`src/rtl/led_trail_pwm.sv`:
```
// led_trail_pwm: per-LED brightness that jumps on a pattern bit, decays over time, and is rendered as PWM
module led_trail_pwm #(
    parameter int N_LED     = 8,
    parameter int PWM_BITS  = 4,
    parameter int DECAY_DIV = 1000000
) (
    input  logic                clock,
    input  logic                rst_n,
    input  logic                enable,
    input  logic [PWM_BITS-1:0] bright,
    input  logic [N_LED-1:0]    led_in,
    output logic [N_LED-1:0]    pwm_out,
    output logic                period_start
);
    localparam int DW = $clog2(DECAY_DIV);
    localparam logic [PWM_BITS-1:0] PWM_LAST = PWM_BITS'((1 << PWM_BITS) - 2);
    localparam logic [DW-1:0]       DIV_LAST = DW'(DECAY_DIV - 1);

    logic [PWM_BITS-1:0] r_pwm_cnt;
    logic [DW-1:0]       r_div_cnt;
    logic [PWM_BITS-1:0] r_level [N_LED];
    logic [PWM_BITS-1:0] w_level_nxt [N_LED];
    logic                w_tick;

    assign w_tick = r_div_cnt == DIV_LAST;

    // Next level per channel: set beats cap clamp beats decay; decay stops at zero.
    always_comb begin
        for (int i = 0; i < N_LED; i++)
            w_level_nxt[i] = led_in[i] ? bright :
                             (r_level[i] > bright) ? bright :
                             (w_tick && r_level[i] != '0) ? r_level[i] - 1'b1 : r_level[i];
    end

    // Counters, levels and registered PWM drive; disabling parks everything at zero.
    always_ff @(posedge clock or negedge rst_n) begin
        if (!rst_n) begin
            r_pwm_cnt    <= '0;
            r_div_cnt    <= '0;
            pwm_out      <= '0;
            period_start <= 1'b0;
            for (int i = 0; i < N_LED; i++) r_level[i] <= '0;
        end else if (!enable) begin
            r_pwm_cnt    <= '0;
            r_div_cnt    <= '0;
            pwm_out      <= '0;
            period_start <= 1'b0;
            for (int i = 0; i < N_LED; i++) r_level[i] <= '0;
        end else begin
            r_pwm_cnt    <= (r_pwm_cnt == PWM_LAST) ? '0 : r_pwm_cnt + 1'b1;
            r_div_cnt    <= w_tick ? '0 : r_div_cnt + 1'b1;
            period_start <= r_pwm_cnt == '0;
            for (int i = 0; i < N_LED; i++) begin
                r_level[i] <= w_level_nxt[i];
                pwm_out[i] <= r_pwm_cnt < r_level[i];
            end
        end
    end
endmodule

```
`config.mk`:
```
export PLATFORM = sky130hd
export DESIGN_NAME = led_trail_pwm
export DESIGN_NICKNAME = d
export VERILOG_FILES = /design/src/rtl/led_trail_pwm.sv
export SDC_FILE = /design/constraint.sdc
export NUM_CORES = 1
export LEC_CHECK = 0
export BUFFER_PORTS_ARGS = -buffer_cell sky130_fd_sc_hd__buf_2
export CAP_MARGIN = 25
export CORE_ASPECT_RATIO = 0.5
export CORE_MARGIN = 2
export CORE_UTILIZATION = 40
export DETAILED_ROUTE_END_ITERATION = 12
export GPL_ROUTABILITY_DRIVEN = 1
export RECOVER_POWER = 50
export SLEW_MARGIN = 20
export SYNTH_ARGS = -nofsm -noshare
export SYNTH_HDL_FRONTEND = slang
export SYNTH_SLANG_ARGS = --single-unit
```
`constraint.sdc`:
```
create_clock -name clock -period 5.75 [get_ports clock]
set_input_delay 0.2875 -clock clock [delete_from_list [all_inputs] [get_ports clock]]
set_output_delay 0.2875 -clock clock [all_outputs]
set_load 0.05 [all_outputs]
```
==> out/metrics.csv, run 1 <==
metric,value,unit
final setup vio count,0,
CTS tree,built,
Total GRT Usage,0.1978,
"slowest stage delay, CP",2520,ps
Yosys reg bits,65,
WL per Instance,16.77,um
ordered cell list for the critical path,buf_2 -> clkbuf_1,
Post-CTS Hold Fix Bufs,0,
core box area,0.01188,mm^2
Clock Latency Late Sink,330,ps
overall routed net length,12.02,mm
clock root buffer,clkbuf_16,
Synth top cells by count,"ha_1 (76), dfrtp_1 (65), inv_1 (54), a21oi_1 (35), nor2_1 (30)",
Worst Path Arrival,2950,ps
critical path launch point type,input port,
slowest CP cell,clkbuf_1,
CP Depth,2,
worst-margin pin slew,3604,ps
drc violations,0,
Yosys cell types,52,
total clock buffers created by CTS,9,
max-slew violations,66,
Clock Skew,6.287,ps
Hold Crit Class,in -> reg,
Nets,638,
outcome,finished with violations,
Final Non-Filler Cells,717,
worst reg2reg path startpoint,r_div_cnt[8]$_DFF_PN0_,
register area share after synthesis,0.3318,
Clock Sinks,65,
Top Ports,24,
DP Wirelength,8.104,mm
RD Place Congestion,0.8265,
Initial Utilization,0.4128,
Final Hold Vio Count,0,
Clock Tree Buf Depth,2,
Syn Std Cell Area,0.004902,mm^2
hold path startpoint,led_in[1],
initial antenna violation count,0,
setup TNS,0,ps
Die H,82.28,um
Critical Path RT,5370,ps
maxcap violations,1,
Via Count,3962,
failing checks,"max-capacitance violations, max-slew violations",
most frequent cell after synthesis,ha_1,
ant diodes,0,
Syn Inst Count,523,
"Area growth, synth to finish",11.43,%
layout cells sized above 1,0.1014,
ys async rst share,1.000,
H-tree depth,3,
ys flop type,dfrtp_1,
drt pass-1 iters,4,
area share of the largest cell type after synthesis,0.3318,
depth of the worst hold-timing path,2,
remaining global-route overflow,0,
CP Max Fanout,65,
# rows,28,
syn nets,614,
top post-synthesis cells by area,"dfrtp_1 (33%), ha_1 (19%), inv_1 (4.1%), xnor2_1 (4.1%), a21oi_1 (3.6%)",
chip width,160.6,um
worst vdd ir,0.1297,mV
Final ANT Viol Nets,0,
"delay-heaviest family, CP",buffers and inverters,
Slew headroom,-1.403,
clock-pin slew on the worst setup and hold paths,60,ps
kind of critical path,in -> async,
endpoint class of the critical path,async pin,
DR iter-0 viols,199,
depth of the most critical reg-to-reg path,6,
PwrDens,258.2,mW/mm^2
Max Fclk,300.0,MHz
RSZ-0062 raised after global routing,no,
r2r setup slk,3120,ps
Reg-to-Reg End,r_div_cnt[10]$_DFF_PN0_,
"EDFF count, synth",0,
cell type with the largest total area after synthesis,dfrtp_1,
Vias per Instance,5.526,
leak pwr,2.420,nW
Yosys warning total,0,
die area,0.01321,mm^2
CTS resizes,0,
pin count of the biggest net entering global routing,66,
Hold EP,r_level[25]$_DFFE_PN0P_,
number of fill cells,1150,
vias in the first global route,4000,
Bufs and invs on worst path,2,
Mean Syn Cell Area,9.373,um^2
Post-CTS Setup Inserts,0,
fin crit period,3333,ps
post-placement cell count,701,
Buffers on Ports,23,
FF+latch area,0.001627,mm^2
first-pass GRT wire length,20.32,mm
area of the multi-input gates,0.003000,mm^2
Final period util,0.5797,
cells by family after synthesis:
group,synth area share
compound gates,0.1935
xor+xnor,0.05896
fa+ha+maj,0.1940
buf+inv,0.05513
flops,0.3318
mux,0.006636
simple gates,0.1600
through the flow:
step	utilization	area, um^2	setup WS [ps]	hold WS [ps]	power [mW]
3_3_place_gp	0.4373	5194	3201	467.0	0.8869
6_report	0.4600	5463	2417	190.9	1.411
5_1_grt	0.4600	5463	1631	200.1	1.506
4_1_cts	0.4610	5475	3143	177.8	1.427
3_5_place_dp	0.4373	5194	3145	478.8	0.8945
2_1_floorplan	-	4902	3589	-8.091	0.7972
report_power, final:
group          switching (mW)  internal, mW
combinational           0.219         0.138
clock                   0.219         0.304
sequential             0.0356         0.495
final cells by class:
class	instances	area share
Clock inverter	6	0.007787
Inverter	54	0.03710
Multi-Input combinational cell	389	0.5492
Tap cell	165	0.03779
Sequential cell	65	0.2978
Clock buffer	10	0.04375
Timing Repair Buffer	28	0.02657
sequential cells by signal (all words and copies together) (netlist names):
name          count
r_level          32
r_div_cnt        20
r_pwm_cnt         4
pwm_out           8
period_start      1
how the worst max path moves through the flow:
stage                         endpoint  slack, ps                    start
2_1_floorplan   r_level[1]$_DFFE_PN0P_       3590   r_div_cnt[0]$_DFF_PN0_
3_3_place_gp   r_div_cnt[10]$_DFF_PN0_       3200  r_div_cnt[13]$_DFF_PN0_
3_5_place_dp   r_div_cnt[10]$_DFF_PN0_       3140  r_div_cnt[13]$_DFF_PN0_
4_1_cts        r_div_cnt[10]$_DFF_PN0_       3140  r_div_cnt[13]$_DFF_PN0_
5_1_grt         r_level[5]$_DFFE_PN0P_       1630                    rst_n
6_report       r_div_cnt[12]$_DFF_PN0_       2420                    rst_n
per-layer routing:
layer	GRT usage	vias up	part of all wire
met3	0.03896	6	0.045
met4	0.06757	0	0.0091
met2	0.3289	73	0.45
met5	0	-	0
li1	-	1976	-
met1	0.2629	1907	0.50
layout by cell type, fill, tap and decap left out, drive strengths merged, types with 5 or more instances in the layout:
| cell type | n |
|---|---|
| clkbuf | 14 |
| ha | 76 |
| and2 | 12 |
| xnor2 | 23 |
| nand4 | 11 |
| dfrtp | 65 |
| o21ai | 25 |
| a31oi | 6 |
| a211oi | 18 |
| a21oi | 35 |
| nand3 | 18 |
| nor3b | 8 |
| a21boi | 8 |
| nor3 | 19 |
| xor2 | 10 |
| o21a | 8 |
| and3 | 6 |
| a32o | 7 |
| inv | 55 |
| nor2b | 8 |
| nor2 | 30 |
| buf | 24 |
| o2111ai | 5 |
| nand2 | 11 |
No activity file was read; power rests on OpenSTA's default activity.
==> run 2, diff against run 1 <==
--- a/config.mk
+++ b/config.mk
@@ -5,6 +5,7 @@
 export SDC_FILE = /design/constraint.sdc
 export NUM_CORES = 1
 export LEC_CHECK = 0
+export ABC_AREA = 1
 export BUFFER_PORTS_ARGS = -buffer_cell sky130_fd_sc_hd__buf_2
 export CAP_MARGIN = 25
 export CORE_ASPECT_RATIO = 0.5
==> constraint.sdc (replaced) <==
create_clock -name clock -period 3.29 [get_ports clock]
set_input_delay 0.1645 -clock clock [delete_from_list [all_inputs] [get_ports clock]]
set_output_delay 0.1645 -clock clock [all_outputs]
set_load 0.05 [all_outputs]
==> run 2 against run 1 <==
The flow still finishes with violations (max-capacitance violations, max-slew violations). First-iteration DRC count is 33% higher. Sequential power is 100% higher. Register-to-register slack worse by 2200 ps. Synthesized cell count is 41% higher. Sequential cell count stayed put. Setup slack worse by 1500 ps. Non-clock buffer count is 2 lower. Critical path depth is 6 higher. Critical path type is now reg -> reg. Critical endpoint is now r_div_cnt[14]$_DFF_PN0_. Largest cell class unchanged.
==> out/metrics.csv, run 2 <==
metric,value,unit,change
outcome,finished with violations,,unchanged
failing checks,"max-capacitance violations, max-slew violations",,unchanged
Clock Tree Buf Depth,2,,unchanged
Syn Inst Count,736,,was 523
Critical Path RT,3510,ps,was 5370 ps
biggest regs,"r_level (32), r_div_cnt (20), pwm_out (8)",,unchanged
chip width,166.8,um,was 160.6 um
core box area,0.01281,mm^2,was 0.01188 mm^2
"Area growth, synth to finish",11.38,%,was 11.43%
Initial Utilization,0.4137,,was 0.4128
ant diodes,0,,unchanged
hold_ws,196.5,ps,was 190.9 ps
final instance area,0.005902,mm^2,was 0.005463 mm^2
Vias per Instance,5.090,,was 5.526
Yosys cell types,30,,was 52
max-slew violations,66,,unchanged
most frequent cell after synthesis,nand2_1,,was ha_1
kind of critical path,reg -> reg,,was in -> async
remaining global-route overflow,0,,unchanged
Yosys warning total,0,,unchanged
Yosys reg bits,65,,unchanged
endpoint class of the critical path,register,,was async pin
Clock Latency Late Sink,340,ps,was 330 ps
# rows,29,,was 28
Final period util,0.7157,,
Buffers on Ports,23,,unchanged
"commonest non-fill, non-tap cell in the layout",nand2_1,,was ha_1
first-pass GRT wire length,22.35,mm,was 20.32 mm
DP Wirelength,9.027,mm,was 8.104 mm
Max Fclk,424.7,MHz,
drt pass-1 iters,5,,was 4
Hold Crit Class,in -> reg,,unchanged
overall routed net length,13.19,mm,was 12.02 mm
WL per Instance,14.03,um,was 16.77 um
register area share after synthesis,0.3070,,was 0.3318
top post-synthesis cells by area,"dfrtp_1 (31%), ha_1 (18%), nand2_1 (15%), nand3_1 (11%), inv_1 (7.0%)",,"was dfrtp_1 (33%), ha_1 (19%), inv_1 (4.1%), xnor2_1 (4.1%), a21oi_1 (3.6%)"
Final ANT Viol Nets,0,,unchanged
H-tree depth,3,,unchanged
worst-margin pin slew,1736,ps,was 3604 ps
r2r setup slk,940,ps,was 3120 ps
"EDFF count, synth",0,,unchanged
clock-pin slew on the worst setup and hold paths,60,ps,about the same
Biggest register,r_level,,unchanged
vias in the first global route,4631,,was 4000
number of fill cells,1315,,was 1150
final setup margin,935.2,ps,was 2417 ps
most frequent cells in the layout,"nand2_1 (205), nand3_1 (117), inv_1 (99)",,"was ha_1 (76), dfrtp_1 (65), inv_1 (54)"
CP endpoint,r_div_cnt[14]$_DFF_PN0_,,was r_div_cnt[12]$_DFF_PN0_
Via Count,4785,,was 3962
layout cells sized above 1,0.05584,,was 0.1014
post-place instance area,0.005613,mm^2,was 0.005194 mm^2
Nets,856,,was 638
total clock buffers created by CTS,9,,unchanged
"worst slack, placed",1021,ps,was 3145 ps
Design Power,3.381,mW,was 1.411 mW
initial antenna violation count,0,,unchanged
final setup vio count,0,,unchanged
cell type with the largest total area after synthesis,dfrtp_1,,unchanged
drc violations,0,,unchanged
depth of the most critical reg-to-reg path,8,,was 6
Clock Skew,10.05,ps,was 6.287 ps
RSZ-0062 raised after global routing,no,,unchanged
worst vdd ir,0.2719,mV,was 0.1297 mV
Total GRT Usage,0.1958,,was 0.1978
Reg-to-Reg End,r_div_cnt[14]$_DFF_PN0_,,was r_div_cnt[10]$_DFF_PN0_
ys flop type,dfrtp_1,,unchanged
maxcap violations,1,,unchanged
Clock Sinks,65,,unchanged
PwrDens,572.8,mW/mm^2,was 258.2 mW/mm^2
Syn Std Cell Area,0.005299,mm^2,was 0.004902 mm^2
RD Place Congestion,0.8940,,was 0.8265
CP Max Fanout,10,,was 65
critical path launch point type,register,,was input port
ys async rst share,1.000,,unchanged
Post-CTS Hold Fix Bufs,1,,was 0
Synth top cells by count,"nand2_1 (205), nand3_1 (116), inv_1 (99), ha_1 (76), dfrtp_1 (65)",,"was ha_1 (76), dfrtp_1 (65), inv_1 (54), a21oi_1 (35), nor2_1 (30)"
CTS resizes,0,,unchanged
Worst Setup SP,r_div_cnt[0]$_DFF_PN0_,,was rst_n
leak pwr,3.204,nW,was 2.420 nW
DR iter-0 viols,265,,was 199
Mean Syn Cell Area,7.200,um^2,was 9.373 um^2
area share of the largest cell type after synthesis,0.3070,,was 0.3318
pin count of the biggest net entering global routing,66,,unchanged
Final Hold Vio Count,0,,unchanged
Worst Path Arrival,2580,ps,was 2950 ps
CTS tree,built,,unchanged
Top Ports,24,,unchanged
die area,0.01424,mm^2,was 0.01321 mm^2
syn nets,827,,was 614
Die H,85.39,um,was 82.28 um
worst reg2reg path startpoint,r_div_cnt[0]$_DFF_PN0_,,was r_div_cnt[8]$_DFF_PN0_
max reg flops,32,,unchanged
clock root buffer,clkbuf_16,,unchanged
Slew headroom,-0.1571,,was -1.403
setup TNS,0,ps,unchanged
Post-CTS Setup Inserts,0,,unchanged
fin crit period,2355,ps,
-- run 2: logic make-up after synthesis --
kind of cell | after synthesis | synth area share
AOI/OAI and AO/OA | 56 | 0.06659
and+or+nand+nor | 406 | 0.3308
xor gates and xnor gates | 23 | 0.03802
buffers and inverters | 110 | 0.07816
adders and majority gates | 76 | 0.1795
DFF | 65 | 0.3070
-- run 2: per-stage QoR --
stage	util	cells
2_1_floorplan	-	736
3_3_place_gp	0.4382	923
3_5_place_dp	0.4382	923
4_1_cts	0.4622	940
5_1_grt	0.4608	940
6_report	0.4608	940
-- run 2: metal layers --
metal	global-route usage	up-vias	wire length, um
li1	-	2457	-
met1	0.2550	2213	6475
met2	0.3347	99	6003
met3	0.03825	16	551
met4	0.05564	0	157
met5	0	-	0
-- run 2: worst max-delay path, stage by stage, from the launching register on --
cell	delay, ps
dfrtp_1	370
ha_1	210
nand3_1	180
nor3b_4	710
nand2_4	240
nand2_2	270
inv_2	120
o21ai_0	90
nor2_1	50
-- run 2: worst min path at each step --
stage | slack, ps | start | cells after the start | end
global route | 240 | bright[2] | 5 | r_level[22]$_DFFE_PN0P_
finish | 200 | bright[2] | 5 | r_level[26]$_DFFE_PN0P_
CTS | 200 | bright[2] | 5 | r_level[26]$_DFFE_PN0P_
global placement | 350 | rst_n | 1 | pwm_out[6]$_DFF_PN0_
floorplan | -130 | rst_n | 0 | period_start$_DFF_PN0_
detailed placement | 350 | rst_n | 1 | pwm_out[6]$_DFF_PN0_
-- run 2: power by group --
part	switching, mW	internal, mW
logic	0.858	0.490
registers	0.132	0.929
clock network	0.368	0.605
-- run 2: cell type report --
type | instances | area [um^2] | share of cell area
Inverter | 102 | 382.9 | 0.06487
Timing Repair Buffer | 26 | 128.9 | 0.02184
Clock inverter | 5 | 55.05 | 0.009328
Tap cell | 170 | 212.7 | 0.03604
Multi-Input combinational cell | 561 | 3253 | 0.5512
Clock buffer | 11 | 242.7 | 0.04113
Sequential cell | 65 | 1627 | 0.2756
==> run 3, diff against run 2 <==
==> constraint.sdc (replaced) <==
create_clock -name clock -period 1.9 [get_ports clock]
set_input_delay 0.095 -clock clock [delete_from_list [all_inputs] [get_ports clock]]
set_output_delay 0.095 -clock clock [all_outputs]
set_load 0.05 [all_outputs]
==> run 3 against run 2 <==
The flow now finishes without violations. Maximum frequency is 34% higher. Sequential share of layout area down 0.99 points. Utilization grew 1.7 points. Setup slack worse by 790 ps. Hold slack lost 47 ps. Die area unchanged. Register-to-register slack lost 790 ps. Sequential cell count is the same. Sequential power increased by 72%. Count of clock-buffer cells in the layout is 1 lower. Highest routed layer unchanged. Critical endpoint is now r_level[25]$_DFFE_PN0P_. First-iteration DRC count grew 3.0%. Critical path depth unchanged. Largest cell class unchanged.
==> out/metrics.csv, run 3 (synthesis gave the netlist of run 2 again) <==
metric,value,unit,change
outcome,completed,,was finished with violations
worst reg2reg path startpoint,r_div_cnt[0]$_DFF_PN0_,,unchanged
H-tree depth,3,,unchanged
CTS tree,built,,unchanged
max-slew violations,0,,was 66
max reg flops,32,,unchanged
Design Power,6.021,mW,was 3.381 mW
Final ANT Viol Nets,0,,unchanged
most frequent cells in the layout,"nand2_1 (205), nand3_1 (116), inv_1 (99)",,"was nand2_1 (205), nand3_1 (117), inv_1 (99)"
ordered cell list for the critical path,ha_1 -> nand3_2 -> nor3b_4 -> buf_12 -> nand3_1 -> nand2_1 -> nand3_1 -> nand2_1,,was ha_1 -> nand3_1 -> nor3b_4 -> nand2_4 -> nand2_2 -> inv_2 -> o21ai_0 -> nor2_1
worst vdd ir,0.4461,mV,was 0.2719 mV
core box area,0.01281,mm^2,unchanged
Via Count,4770,,was 4785
RD Place Congestion,0.8498,,was 0.8940
fin crit period,1755,ps,was 2355 ps
"commonest non-fill, non-tap cell in the layout",nand2_1,,unchanged
die area,0.01424,mm^2,unchanged
Max Fclk,569.7,MHz,was 424.7 MHz
Post-CTS Setup Inserts,0,,unchanged
Bufs and invs on worst path,1,,unchanged
Clock Sinks,65,,unchanged
chip width,166.8,um,unchanged
number of fill cells,1288,,was 1315
vias in the first global route,4606,,was 4631
remaining global-route overflow,0,,unchanged
Die H,85.39,um,unchanged
Final Hold Vio Count,0,,unchanged
"Area growth, synth to finish",15.51,%,was 11.38%
first-pass GRT wire length,22.37,mm,was 22.35 mm
RSZ-0062 raised after global routing,no,,unchanged
Hold EP,r_level[22]$_DFFE_PN0P_,,was r_level[26]$_DFFE_PN0P_
final setup vio count,0,,unchanged
"slowest stage delay, CP",360,ps,was 710 ps
Clock Skew,8.058,ps,was 10.05 ps
CP Max Fanout,10,,unchanged
# rows,29,,unchanged
WL per Instance,13.88,um,was 14.03 um
kind of critical path,reg -> reg,,unchanged
ant diodes,0,,unchanged
endpoint class of the critical path,register,,unchanged
Worst Path Arrival,2020,ps,was 2580 ps
Slew headroom,0.3659,,was -0.1571
Buffers on Ports,23,,unchanged
overall routed net length,13.33,mm,was 13.19 mm
leak pwr,3.331,nW,was 3.204 nW
maxcap violations,0,,was 1
Vias per Instance,4.964,,was 5.090
Top Ports,24,,unchanged
critical path launch point type,register,,unchanged
DR iter-0 viols,273,,was 265
Nets,877,,was 856
pin count of the biggest net entering global routing,66,,unchanged
Clock Tree Buf Depth,2,,unchanged
"delay-heaviest family, CP",simple AND/OR/NAND/NOR gates,,unchanged
worst-margin pin slew,951.1,ps,was 1736 ps
Total GRT Usage,0.1977,,was 0.1958
depth of the most critical reg-to-reg path,8,,unchanged
Worst Setup SP,r_div_cnt[0]$_DFF_PN0_,,unchanged
biggest regs,"r_level (32), r_div_cnt (20), pwm_out (8)",,unchanged
drc violations,0,,unchanged
depth of the worst hold-timing path,5,,unchanged
clock-pin slew on the worst setup and hold paths,60,ps,about the same
hold path startpoint,bright[2],,unchanged
r2r setup slk,140,ps,was 940 ps
PwrDens,983.7,mW/mm^2,was 572.8 mW/mm^2
slowest CP cell,dfrtp_1,,was nor3b_4
drt pass-1 iters,4,,was 5
Reg-to-Reg End,r_level[25]$_DFFE_PN0P_,,was r_div_cnt[14]$_DFF_PN0_
total clock buffers created by CTS,9,,unchanged
setup TNS,0,ps,unchanged
DP Wirelength,9.224,mm,was 9.027 mm
initial antenna violation count,0,,unchanged
Biggest register,r_level,,unchanged
clock root buffer,clkbuf_16,,unchanged
Clock Latency Late Sink,340,ps,about the same
Critical Path RT,2170,ps,was 3510 ps
Final period util,0.9239,,was 0.7157
Hold Crit Class,in -> reg,,unchanged
layout cells sized above 1,0.08344,,was 0.05584
Initial Utilization,0.4137,,unchanged
-- run 3: cell count changes in the layout (fill, tap and decap cells not counted), sizes merged --
| cell | change |
|---|---|
| clkinv | +1 |
| bufinv | +1 |
| clkinvlp | -1 |
| buf | +21 |
| clkbuf | -1 |
-- run 3: layout make-up --
class / count / area [um^2] / share of cell area
Multi-Input combinational cell: 561 / 3261 / 0.5327
Sequential cell: 65 / 1627 / 0.2657
Inverter: 102 / 382.9 / 0.06255
Timing Repair Buffer: 47 / 326.6 / 0.05335
Clock buffer: 10 / 229.0 / 0.03741
Tap cell: 170 / 212.7 / 0.03475
Clock inverter: 6 / 82.58 / 0.01349
-- run 3: layer usage --
| metal | up-vias | GRT usage | wire, um |
|---|---|---|---|
| li1 | 2488 | - | - |
| met1 | 2200 | 0.2666 | 6765 |
| met2 | 71 | 0.3340 | 5990 |
| met3 | 11 | 0.03685 | 466 |
| met4 | 0 | 0.04389 | 112 |
| met5 | - | 0 | 0 |
-- run 3: tightest hold or removal path, delay by kind of cell --
family        cells  cell delay, ps
buf+inv           1             140
simple gates      4             200
-- run 3: repair_timing --
action                                  4_1_cts  5_1_grt
hold buffers                                  1        0
hold endpoints to repair                     65        0
resized for setup                             0        1
endpoints found under the setup margin        0        3
-- run 3: worst max path at each step --
stage | endpoint | slack, ps | depth (start not counted)
2_1_floorplan | r_level[28]$_DFFE_PN0P_ | 210 | 11
3_3_place_gp | r_div_cnt[16]$_DFF_PN0_ | 140 | 9
3_5_place_dp | r_div_cnt[16]$_DFF_PN0_ | 140 | 9
4_1_cts | r_div_cnt[16]$_DFF_PN0_ | 120 | 9
5_1_grt | r_level[21]$_DFFE_PN0P_ | 10 | 8
6_report | r_level[25]$_DFFE_PN0P_ | 140 | 8
-- run 3: where the power goes --
part           internal [mW]  total (mW)  switching [mW]
clock                   1.14        1.80           0.658
sequential              1.61        1.82           0.210
combinational          0.896        2.40            1.51
-- run 3: through the flow --
step	cell area, um^2	hold slack (ps)	utilization	cells	setup WS (ps)
2_1_floorplan	5299	-200.6	-	736	207.2
5_1_grt	6121	177.1	0.4779	961	10.44
3_5_place_dp	5808	296.4	0.4535	944	143.3
4_1_cts	6130	135.8	0.4786	961	122.4
3_3_place_gp	5808	292.1	0.4535	944	136.1
6_report	6121	149.1	0.4779	961	144.6
